File: config.mk
export PLATFORM = sky130hd
export DESIGN_NAME = wb_retire_queue_flat
export DESIGN_NICKNAME = d
export VERILOG_FILES = /design/src/rtl/wb_retire_queue_if.sv /design/src/rtl/wb_retire_queue.sv /design/src/flat_wrapper.sv
export SDC_FILE = /design/constraint.sdc
export NUM_CORES = 2
export LEC_CHECK = 0
export ABC_AREA = 1
export BUFFER_PORTS_ARGS = -buffer_cell sky130_fd_sc_hd__buf_2
export CAP_MARGIN = 20
export CELL_PAD_IN_SITES_DETAIL_PLACEMENT = 0
export CELL_PAD_IN_SITES_GLOBAL_PLACEMENT = 1
export CORE_MARGIN = 2
export CORE_UTILIZATION = 33
export CTS_BUF_LIST = sky130_fd_sc_hd__clkbuf_4
export DETAILED_ROUTE_END_ITERATION = 12
export PLACE_DENSITY_LB_ADDON = 0.1
export REMOVE_ABC_BUFFERS = 1
export SLEW_MARGIN = 10
export SYNTH_ARGS = -nofsm -noshare
export SYNTH_HDL_FRONTEND = slang
export SYNTH_SLANG_ARGS = --single-unit
File: constraint.sdc
create_clock -name CLK -period 4.6 [get_ports CLK]
set_clock_uncertainty 0.05 [all_clocks]
set_input_delay 0.46 -clock CLK [delete_from_list [all_inputs] [get_ports CLK]]
set_output_delay 0.46 -clock CLK [all_outputs]
set_load 0.02 [all_outputs]
File: src/rtl/wb_retire_queue_if.sv
// Result-bundle input and register-file write output bus of wb_retire_queue.
interface wb_retire_queue_if #(
    parameter int LANES  = 2,
    parameter int WPORTS = 1,
    parameter int DW     = 32,
    parameter int RW     = 5
);
    logic [LANES-1:0]     in_valid;
    logic [LANES*RW-1:0]  in_rd;
    logic [LANES*DW-1:0]  in_data;
    logic                 in_halt;
    logic                 stall;
    logic                 flush;
    logic                 in_ready;
    logic [WPORTS-1:0]    wen;
    logic [WPORTS*RW-1:0] wsel;
    logic [WPORTS*DW-1:0] wdat;

    modport master (
        output in_valid, in_rd, in_data, in_halt, stall, flush,
        input  in_ready, wen, wsel, wdat
    );

    modport slave (
        input  in_valid, in_rd, in_data, in_halt, stall, flush,
        output in_ready, wen, wsel, wdat
    );
endinterface

File: src/rtl/wb_retire_queue.sv
// In-order multi-lane writeback retire queue with pending-write forwarding.
// Optional macro WB_BYPASS_EN: bundles arriving at an empty queue that fit the write ports skip it.
module wb_retire_queue #(
    parameter int LANES  = 2,
    parameter int WPORTS = 1,
    parameter int DEPTH  = 8,
    parameter int DW     = 32,
    parameter int RW     = 5
) (
    input  logic                   CLK,
    input  logic                   RST,
    wb_retire_queue_if.slave       bus,
    input  logic [RW-1:0]          fwd_reg,
    output logic                   fwd_hit,
    output logic [DW-1:0]          fwd_data,
    output logic [$clog2(DEPTH):0] count,
    output logic                   halt_out
);
    localparam int AW = $clog2(DEPTH);
    localparam int CW = AW + 1;

    typedef struct packed {
        logic [RW-1:0] rd;
        logic [DW-1:0] data;
    } entry_t;
    typedef logic [WPORTS-1:0][RW-1:0] sel_t;
    typedef logic [WPORTS-1:0][DW-1:0] dat_t;

    entry_t            mem_q [DEPTH];
    entry_t            mem_d [DEPTH];
    logic [AW-1:0]     head_q, head_d, tail_q, tail_d;
    logic [CW-1:0]     count_q, count_d;
    logic              halt_pend_q, halt_pend_d, halt_q, halt_d;
    logic [WPORTS-1:0] wen_q, wen_d;
    sel_t              wsel_q, wsel_d;
    dat_t              wdat_q, wdat_d;

    logic              ready, accept, bypass;
    logic [LANES-1:0]  live;
    logic [CW-1:0]     slot [LANES];
    logic [CW-1:0]     nlive, enq, deq, ndrain;
    logic [WPORTS-1:0] grp_vld;

    // Within one write group only the youngest write to a given register may fire.
    function automatic logic [WPORTS-1:0] keep_youngest(input logic [WPORTS-1:0] vld, input sel_t rd);
        logic [WPORTS-1:0] keep;
        keep = vld;
        for (int p = 0; p < WPORTS; p++)
            for (int q = p + 1; q < WPORTS; q++)
                if (vld[q] && rd[q] == rd[p]) keep[p] = 1'b0;
        return keep;
    endfunction

    assign ready  = (CW'(DEPTH) - count_q) >= CW'(LANES);
    assign accept = ready && !bus.stall && !bus.flush;

    // NOTE: always_comb uses blocking '=' so each statement sees the value computed just above it.
    always_comb begin
        nlive = '0;
        for (int l = 0; l < LANES; l++) begin
            live[l] = bus.in_valid[l] && (bus.in_rd[l*RW +: RW] != '0);
            slot[l] = nlive;
            if (live[l]) nlive = nlive + CW'(1);
        end
    end

`ifdef WB_BYPASS_EN
    logic [WPORTS-1:0] byp_vld;
    sel_t              byp_rd;
    dat_t              byp_dat;

    assign bypass = accept && (count_q == '0) && (nlive <= CW'(WPORTS));

    always_comb begin
        byp_vld = '0;
        byp_rd  = '0;
        byp_dat = '0;
        for (int p = 0; p < WPORTS; p++)
            for (int l = 0; l < LANES; l++)
                if (live[l] && slot[l] == CW'(p)) begin
                    byp_vld[p] = 1'b1;
                    byp_rd[p]  = bus.in_rd[l*RW +: RW];
                    byp_dat[p] = bus.in_data[l*DW +: DW];
                end
    end

    assign bus.wen  = bypass ? keep_youngest(byp_vld, byp_rd) : wen_q;
    assign bus.wsel = bypass ? byp_rd  : wsel_q;
    assign bus.wdat = bypass ? byp_dat : wdat_q;
`else
    assign bypass   = 1'b0;
    assign bus.wen  = wen_q;
    assign bus.wsel = wsel_q;
    assign bus.wdat = wdat_q;
`endif

    // The write register holds the oldest min(count, WPORTS) entries; they retire at the edge they leave it.
    always_comb begin
        // NOTE: every signal gets a default before any conditional update, so no latch is inferred.
        deq     = (count_q < CW'(WPORTS)) ? count_q : CW'(WPORTS);
        enq     = (accept && !bypass) ? nlive : '0;
        head_d  = head_q + deq[AW-1:0];
        tail_d  = tail_q + enq[AW-1:0];
        count_d = count_q + enq - deq;
        mem_d   = mem_q;
        if (accept && !bypass)
            for (int l = 0; l < LANES; l++)
                if (live[l])
                    mem_d[tail_q + slot[l][AW-1:0]] = '{rd: bus.in_rd[l*RW +: RW], data: bus.in_data[l*DW +: DW]};

        ndrain  = (count_d < CW'(WPORTS)) ? count_d : CW'(WPORTS);
        grp_vld = '0;
        wsel_d  = '0;
        wdat_d  = '0;
        for (int p = 0; p < WPORTS; p++)
            if (CW'(p) < ndrain) begin
                grp_vld[p] = 1'b1;
                wsel_d[p]  = mem_d[head_d + AW'(p)].rd;
                wdat_d[p]  = mem_d[head_d + AW'(p)].data;
            end
        wen_d = keep_youngest(grp_vld, wsel_d);

        halt_pend_d = halt_pend_q || (accept && bus.in_halt);
        halt_d      = halt_q || (halt_pend_q && count_q == '0);
    end

    // Walk oldest to youngest so the youngest match overrides.
    always_comb begin
        fwd_hit  = 1'b0;
        fwd_data = '0;
        for (int i = 0; i < DEPTH; i++)
            if (CW'(i) < count_q && fwd_reg != '0 && mem_q[head_q + AW'(i)].rd == fwd_reg) begin
                fwd_hit  = 1'b1;
                fwd_data = mem_q[head_q + AW'(i)].data;
            end
    end

    // NOTE: state flops use non-blocking '<=' so every register samples pre-edge values.
    always_ff @(posedge CLK) begin
        if (RST) begin
            head_q      <= '0;
            tail_q      <= '0;
            count_q     <= '0;
            halt_pend_q <= 1'b0;
            halt_q      <= 1'b0;
            wen_q       <= '0;
            wsel_q      <= '0;
            wdat_q      <= '0;
        end else begin
            head_q      <= head_d;
            tail_q      <= tail_d;
            count_q     <= count_d;
            halt_pend_q <= halt_pend_d;
            halt_q      <= halt_d;
            wen_q       <= wen_d;
            wsel_q      <= wsel_d;
            wdat_q      <= wdat_d;
        end
    end

    // NOTE: queue storage has no reset; count_q alone decides which entries are live.
    always_ff @(posedge CLK) begin
        mem_q <= mem_d;
    end

    assign bus.in_ready = ready;
    assign count        = count_q;
    assign halt_out     = halt_q;
endmodule

File: src/flat_wrapper.sv
// flat-port wrapper written by rule: the top's interface ports become plain ports
module wb_retire_queue_flat 
#(
    parameter int LANES  = 2,
    parameter int WPORTS = 1,
    parameter int DEPTH  = 8,
    parameter int DW     = 32,
    parameter int RW     = 5
)
  (CLK, RST, fwd_reg, fwd_hit, fwd_data, count, halt_out, bus_in_valid, bus_in_rd, bus_in_data, bus_in_halt, bus_stall, bus_flush, bus_in_ready, bus_wen, bus_wsel, bus_wdat);
  wb_retire_queue_if #(.LANES(LANES), .WPORTS(WPORTS), .DW(DW), .RW(RW)) bus_i ();
  input  logic CLK;
  input  logic RST;
  input  logic [RW-1:0] fwd_reg;
  output logic fwd_hit;
  output logic [DW-1:0] fwd_data;
  output logic [$clog2(DEPTH):0] count;
  output logic halt_out;
  input wire logic [$bits(bus_i.in_valid)-1:0] bus_in_valid;
  input wire logic [$bits(bus_i.in_rd)-1:0] bus_in_rd;
  input wire logic [$bits(bus_i.in_data)-1:0] bus_in_data;
  input wire logic [$bits(bus_i.in_halt)-1:0] bus_in_halt;
  input wire logic [$bits(bus_i.stall)-1:0] bus_stall;
  input wire logic [$bits(bus_i.flush)-1:0] bus_flush;
  output wire logic [$bits(bus_i.in_ready)-1:0] bus_in_ready;
  output wire logic [$bits(bus_i.wen)-1:0] bus_wen;
  output wire logic [$bits(bus_i.wsel)-1:0] bus_wsel;
  output wire logic [$bits(bus_i.wdat)-1:0] bus_wdat;
  assign bus_i.in_valid = bus_in_valid;
  assign bus_i.in_rd = bus_in_rd;
  assign bus_i.in_data = bus_in_data;
  assign bus_i.in_halt = bus_in_halt;
  assign bus_i.stall = bus_stall;
  assign bus_i.flush = bus_flush;
  assign bus_in_ready = bus_i.in_ready;
  assign bus_wen = bus_i.wen;
  assign bus_wsel = bus_i.wsel;
  assign bus_wdat = bus_i.wdat;
  wb_retire_queue #(.LANES(LANES), .WPORTS(WPORTS), .DEPTH(DEPTH), .DW(DW), .RW(RW)) u_core (.CLK(CLK), .RST(RST), .bus(bus_i), .fwd_reg(fwd_reg), .fwd_hit(fwd_hit), .fwd_data(fwd_data), .count(count), .halt_out(halt_out));
endmodule
# == Yosys cells after proc, flatten, opt, wreduce, memory -nomap -nowiden ==
# Index checks and enable logic that the tools add are counted.
# totals
regBits,346
latchBits,0
ramBits,0
rom_bits,0
in_bits,86
out_inout_bits,77
n_memories,0
# classes
n_addsub,14
multipliers,0
div_mod_pow,0
magnitude_cmp,25
n_eq_ne,8
shift,0
muxes,59
n_bitwise,12
reduce_logical,33
# op_table
cell,n
296-bit two-way mux,4
37-bit binary-select mux with 3-bit select,9
37-bit two-way mux,20
296-bit bitwise mux,2
32-bit two-way mux,8
37-bit demux with 3-bit select,2
4-bit >= comparator (second input constant),11
3-bit NOT with 4-bit output,11
5-bit == test,8
1-bit logical AND,24
3-bit by 4-bit < comparator with 1-bit output (first input constant),4
4-bit by 1-bit < comparator with 1-bit output (second input constant),4
4-bit two-way mux,4
5-bit nonzero test,3
3-bit adder (second input constant),4
1-bit by 4-bit < comparator with 1-bit output (first input constant),3
1-bit two-way mux,10
3-bit adder,3
2-bit by 4-bit < comparator with 1-bit output (first input constant),2
3-bit by 2-bit adder with 3-bit output (second input constant),2
4-bit adder,1
4-bit by 2-bit >= comparator with 1-bit output (second input constant),1
4-bit logical NOT,1
4-bit subtractor,1
7 further kinds,9

# == Depth between registers and ports, before layout ==
# logic_depth
ltp_word,15
depth_mapped,28

# == Least setup slack after synthesis ==
# Ideal clock, no wire load.
# synth_timing
path_type,reg-to-reg
startpoint,"register u_core.count_q[0], in the netlist u_core.count[0]"
endpoint,register u_core.wdat_q (netlist bit u_core.bus.wdat[0])
setup_ps,64
arrival_ps,3807
required_ps,4486
slack_ps,679
stages_incl_launch_ff,25
path_buffers,5
path_cell_list,dfxtp_1 inv_1 ha_1 nor2_1 nor3_2 o211ai_2 nand2_2 inv_2 buf_4 buf_6 buf_2 nand2_1 ha_1 inv_1 nand2_1 ha_1 a21oi_1 o21ai_0 xnor2_1 inv_1 a41oi_1 clkbuf_1 clkbuf_1 nand2_1 nor2_1
# synth_between
elab_chain_len,12
# synth_rtl
item,line_no,rtl
from (decl),wb_retire_queue.sv:32,"logic [CW-1:0] count_q, count_d;"
from (signal assigned),wb_retire_queue.sv:152,count_q <= count_d;
4-bit subtractor (*),wb_retire_queue.sv:54,assign ready = (CW'(DEPTH) - count_q) >= CW'(LANES);
4-bit by 2-bit >= comparator with 1-bit output (*),wb_retire_queue.sv:54,
named net bus_in_ready,flat_wrapper.sv:25,output wire logic [$bits(bus_i.in_ready)-1:0] bus_in_ready;
1-bit logical AND (*) (2 in a row),wb_retire_queue.sv:55,assign accept = ready && !bus.stall && !bus.flush;
4-bit two-way mux,wb_retire_queue.sv:101,enq = (accept && !bypass) ? nlive : '0;
4-bit adder,wb_retire_queue.sv:104,count_d = count_q + enq - deq;
4-bit subtractor,wb_retire_queue.sv:104,
4-bit by 1-bit < comparator with 1-bit output,wb_retire_queue.sv:111,ndrain = (count_d < CW'(WPORTS)) ? count_d : CW'(WPORTS);
4-bit two-way mux,wb_retire_queue.sv:111,
1-bit by 4-bit < comparator with 1-bit output,wb_retire_queue.sv:116,if (CW'(p) < ndrain) begin
1-bit NOT (no line),-,
2-bit OR reduction (no line),-,
to (signal assigned),wb_retire_queue.sv:157,wdat_q <= wdat_d;
to (decl),wb_retire_queue.sv:36,"dat_t wdat_q, wdat_d;"
# Mark *: on every way through the listed nets, which the timed path passes. The rest lies on a longest branch. The select of a mux whose other input is x is not followed.
# A chain may end at the register's enable or synchronous reset.

# == Final worst setup path ==
# layout_timing
startpoint,register u_core.head_q[1]
endpoint,output port fwd_hit
# layout_between
elab_chain_len,14
# layout_rtl
item,line_no,rtl
from (decl),wb_retire_queue.sv:31,"logic [AW-1:0] head_q, head_d, tail_q, tail_d;"
from (signal assigned),wb_retire_queue.sv:141,head_q <= '0;
from (signal assigned),wb_retire_queue.sv:150,head_q <= head_d;
3-bit by 1-bit adder with 3-bit output / 3-bit NOT with 4-bit output (equally long branches),wb_retire_queue.sv:132,if (CW'(i) < count_q && fwd_reg != '0 && mem_q[head_q + AW'(i)].rd == fwd_reg) begin
3-bit NOT with 4-bit output (not written as such) / 37-bit binary-select mux with 3-bit select (equally long branches),wb_retire_queue.sv:132,
37-bit binary-select mux with 3-bit select / 37-bit two-way mux (equally long branches),wb_retire_queue.sv:132,
37-bit two-way mux (not written as such),wb_retire_queue.sv:132,
37-bit two-way mux (not written as such) / 5-bit == test (equally long branches),wb_retire_queue.sv:132,
5-bit == test / 1-bit logical AND (equally long branches),wb_retire_queue.sv:132,
1-bit logical AND / 1-bit two-way mux (equally long branches),wb_retire_queue.sv:132,
1-bit two-way mux (6 in a row),wb_retire_queue.sv:132,
1-bit two-way mux (*),wb_retire_queue.sv:132,
to (decl),flat_wrapper.sv:15,output logic fwd_hit;
# Every way passes the cells marked *; elsewhere a longest branch is shown, timed or not. The select of a mux whose other input is x is not followed.

==> results.ini <==
[run_status]
status = finished clean

[global_routing]
antenna_violations_before_repair = 5
wire_length_of_the_first_global_routing_pass_microns = 248000
track_usage_pct = 31.5
overflow = 0
via_count_of_the_first_global_routing_pass = 38600
grt_max_degree = 151

[layout]
finish.utilization_pct = 39.3
layout.filler_cells = 11400
layout_cell_share_with_drive_strength_beyond_1_pct = 11.5
synthToLayoutAreaGrowth_pct = 18.5
finish.net_count = 6356
final_cell_area_sq_um = 39800

[timing]
hold_viol_final = 0
timing.setup.tns_ps = 0
setup_viol = 0
period_needed_ps = 4570
rsz0062_at_grt = true
post-route-worst-setup-slack_ps = 32.0
max_slew_margin_pct = 30.2
max_freq_mhz = 219
tightestPinTransition_ps = 1050
period_share_pct = 99.3
final-max-slew-violation-count = 0

[worst_hold_path]
worst_hold_path.num_cells = 5
worstHoldPathType = input pin to register
hold_path_startpoint = bus_in_data[11]
timing.hold.worst_endpoint = u_core.mem_q[11]$_DFF_P_

[setup_path]
timing.rr.end = u_core.bus.wdat[20]$_SDFF_PP0_
worstSetupStartpointType = register
crit_type = register to primary output
worst_reg_to_reg_setup_slack_ps = 420
crit_buf_inv = 7
path_max_fanout = 11
worst_r2r_path_depth = 16
critical-path-max-stage-delay_ps = 450
rr_startpoint = u_core.count[1]$_SDFF_PP0_
critical-path-slowest-cell = sky130_fd_sc_hd__dfxtp_4
worst-endpoint-required_ps = 4090
cp_data_arrival_time_ps = 4060
critical-path-top-delay-family = simple AND/OR/NAND/NOR gates
end_kind = primary output
crit_path_cell_trace = inv_8 > ha_4 > buf_4 > clkbuf_16 > nand3_1 > nand3_2 > nand3_1 > nand4_1 > buf_4 > nor2_4 > buf_12 > buf_12 > nor4_2 > nand3_2 > buf_2

[power]
comb_power_share_pct = 76.8
intPower_uw = 14800
seq_power_share_pct = 13.6
power_switching_share_pct = 59.9
power.switching_uw = 22100
p_leak_uw = 0.0195
total_power_uw = 36900
vdd_ir_drop_max_mv = 0.774
clkPwrFrac_pct = 9.6
powerDensity_nw_per_um2 = 927

[floorplanning]
num_io_pins = 163
coreArea_sq_um = 101000
placement_rows = 117
chip_height_microns = 323
die-area_sq_um = 104000
start_util_pct = 33.1
dieWidth_microns = 323

[clock_network]
tritoncts = yes
clockBufferDepth = 3
cts_max_level = 3
ctsRootBufferMaster = sky130_fd_sc_hd__clkbuf_4
cts_num_sinks = 346
reg_clk_slew_reported_paths_ps = 70
worstSkewPairLatency_ps = 1050
tritoncts.num_buffers = 114

[logic_synthesis]
leading_post_synthesis_cells_by_instance_count = sky130_fd_sc_hd__nand2_1, sky130_fd_sc_hd__nand3_1, sky130_fd_sc_hd__nor2_1
synth_seq_cells = 346
average_size_of_a_mapped_cell_sq_um = 5.42
synth-edff-count = 0
synth_top_cell_area_share_pct = 28.5
synth_most_common_cell = sky130_fd_sc_hd__nand2_1
async_reset_ff_share_pct = 0
synth_warnings = 0
synth-seq-area-share_pct = 20.6
postSynth.topFlopCell = sky130_fd_sc_hd__dfxtp_1
yosys.cell_types.count = 47
syn-instance-count = 6193
syn_area_sq_um = 33600
netlist.top_cell.by_area = sky130_fd_sc_hd__nand2_1
synth.top_cells.by_area = sky130_fd_sc_hd__nand2_1, sky130_fd_sc_hd__dfxtp_1, sky130_fd_sc_hd__o211ai_1

[routing]
routed_wl_microns = 175000
wl_per_cell_microns = 22.7
drt-pass1-iter-count = 7
detailedRoute.firstIterationViolations = 4602
viasPerCell = 5.57
drt_drc_violations_left = 0
via_count = 42900
postRouteAntennaNets = 0

[placement]
hpwlAfterDp_microns = 101000
place.port_buffers = 162
placement_stage_worst_setup_slack_ps = 436
gp_congestion = 0.894
postPlaceCellArea_sq_um = 35300

[flow_run]
timing.max_cap.violations = 0

-- cell type report --
cell class	count	area (sq um)	area share [%]
repair inverters	4	45.0	0.113
diodes	3	7.51	0.0189
repair buffers	473	4660	11.7
multi-input cells	5046	23900	60.0
inverters	268	1090	2.75
well taps	1368	1710	4.30
clock inverters	30	206	0.519
clock buffers	166	1250	3.13
flip-flops and latches	346	6940	17.4
-- worst register-to-register path: cells and delay by family, from the launching register on --
kind                       cells  cell delay, ps
buffers and inverters          5            2020
adders and majority gates      1             220
DFF                            1             500
and+or+nand+nor                7             680
AOI/OAI and AO/OA              3             640
-- per-stage QoR --
stage,hold slack (ps),std cells
detailed placement,393,7318
finish,82.7,7704
global placement,395,7318
global route,91.5,7704
floorplan,374,5658
CTS,0.566,7662
-- power by group through the flow --
stage	logic (uW)	registers, uW	clock network (uW)
2_1_floorplan	16200	5160	0
3_3_place_gp	24800	5050	0
3_5_place_dp	24800	5050	0
4_1_cts	26300	4980	3620
5_1_grt	31000	5130	3760
6_report	28300	5030	3540
-- timing repair --
item	CTS	global route
cloned	10	21
hold endpoints to repair	327	0
hold buffers	111	0
setup endpoints to repair	33	34
pin swaps	12	27
setup buffers	27	18
resized for setup	64	149
-- cell families (layout without fill, tap and decap cells) --
logic type / Yosys count / count (layout) / share of synthesized area (%)
AO/OA/AOI/OAI: 1186 / 1186 / 21.9
XOR/XNOR: 14 / 14 / 0.410
adder cells (fa/ha/maj): 17 / 17 / 0.678
buffers and inverters: 803 / 941 / 10.2
flip-flops: 346 / 346 / 20.6
multiplexers: 17 / 17 / 0.507
other: 1 / 4 / 0.0112
AND/OR/NAND/NOR: 3809 / 3811 / 45.6
-- layer usage --
| layer | up-vias | GRT usage, % | wire length [microns] |
|---|---|---|---|
| li1 | 20600 | - | - |
| met1 | 20100 | 43.5 | 78200 |
| met2 | 1818 | 50.5 | 77400 |
| met3 | 329 | 3.83 | 13800 |
| met4 | 4 | 10.3 | 5670 |
| met5 | - | 0 | 27 |
-- cell usage in the layout (no fill, tap or decap), types with 23 or more instances in the layout --
master / count
sky130_fd_sc_hd__a21oi_1: 103
sky130_fd_sc_hd__buf_12: 37
sky130_fd_sc_hd__buf_2: 139
sky130_fd_sc_hd__buf_4: 128
sky130_fd_sc_hd__clkbuf_4: 166
sky130_fd_sc_hd__clkinv_1: 23
sky130_fd_sc_hd__dfxtp_1: 343
sky130_fd_sc_hd__dlygate4sd3_1: 111
sky130_fd_sc_hd__inv_1: 248
sky130_fd_sc_hd__nand2_1: 2506
sky130_fd_sc_hd__nand2_2: 33
sky130_fd_sc_hd__nand3_1: 559
sky130_fd_sc_hd__nand3_2: 39
sky130_fd_sc_hd__nand4_1: 35
sky130_fd_sc_hd__nor2_1: 556
sky130_fd_sc_hd__o211ai_1: 550
sky130_fd_sc_hd__o21ai_0: 486
sky130_fd_sc_hd__o21ai_1: 33
sky130_fd_sc_hd__or2_2: 34
-- worst max-delay path by stage --
| stage | start | to | depth (start not counted) |
|---|---|---|---|
| after floorplan | u_core.head_q[0]$_SDFF_PP0_ | fwd_data[0] | 15 |
| after global placement | bus_in_rd[3] | u_core.bus.wdat[22]$_SDFF_PP0_ | 20 |
| after detailed placement | bus_in_rd[3] | u_core.bus.wdat[8]$_SDFF_PP0_ | 20 |
| after CTS | u_core.head_q[1]$_SDFF_PP0_ | fwd_data[18] | 17 |
| after global routing | u_core.head_q[1]$_SDFF_PP0_ | fwd_data[4] | 23 |
| final | u_core.head_q[1]$_SDFF_PP0_ | fwd_hit | 15 |
-- state kept, by name, summed over array words and instances (netlist names) --
register and count:
u_core.bus.wdat 32, u_core.bus.wen 1, u_core.bus.wsel 5, u_core.count 4, u_core.halt_out 1, u_core.halt_pend_q 1
u_core.head_q 3, u_core.mem_q 296, u_core.tail_q 3
(Power assumes the default switching activity.)
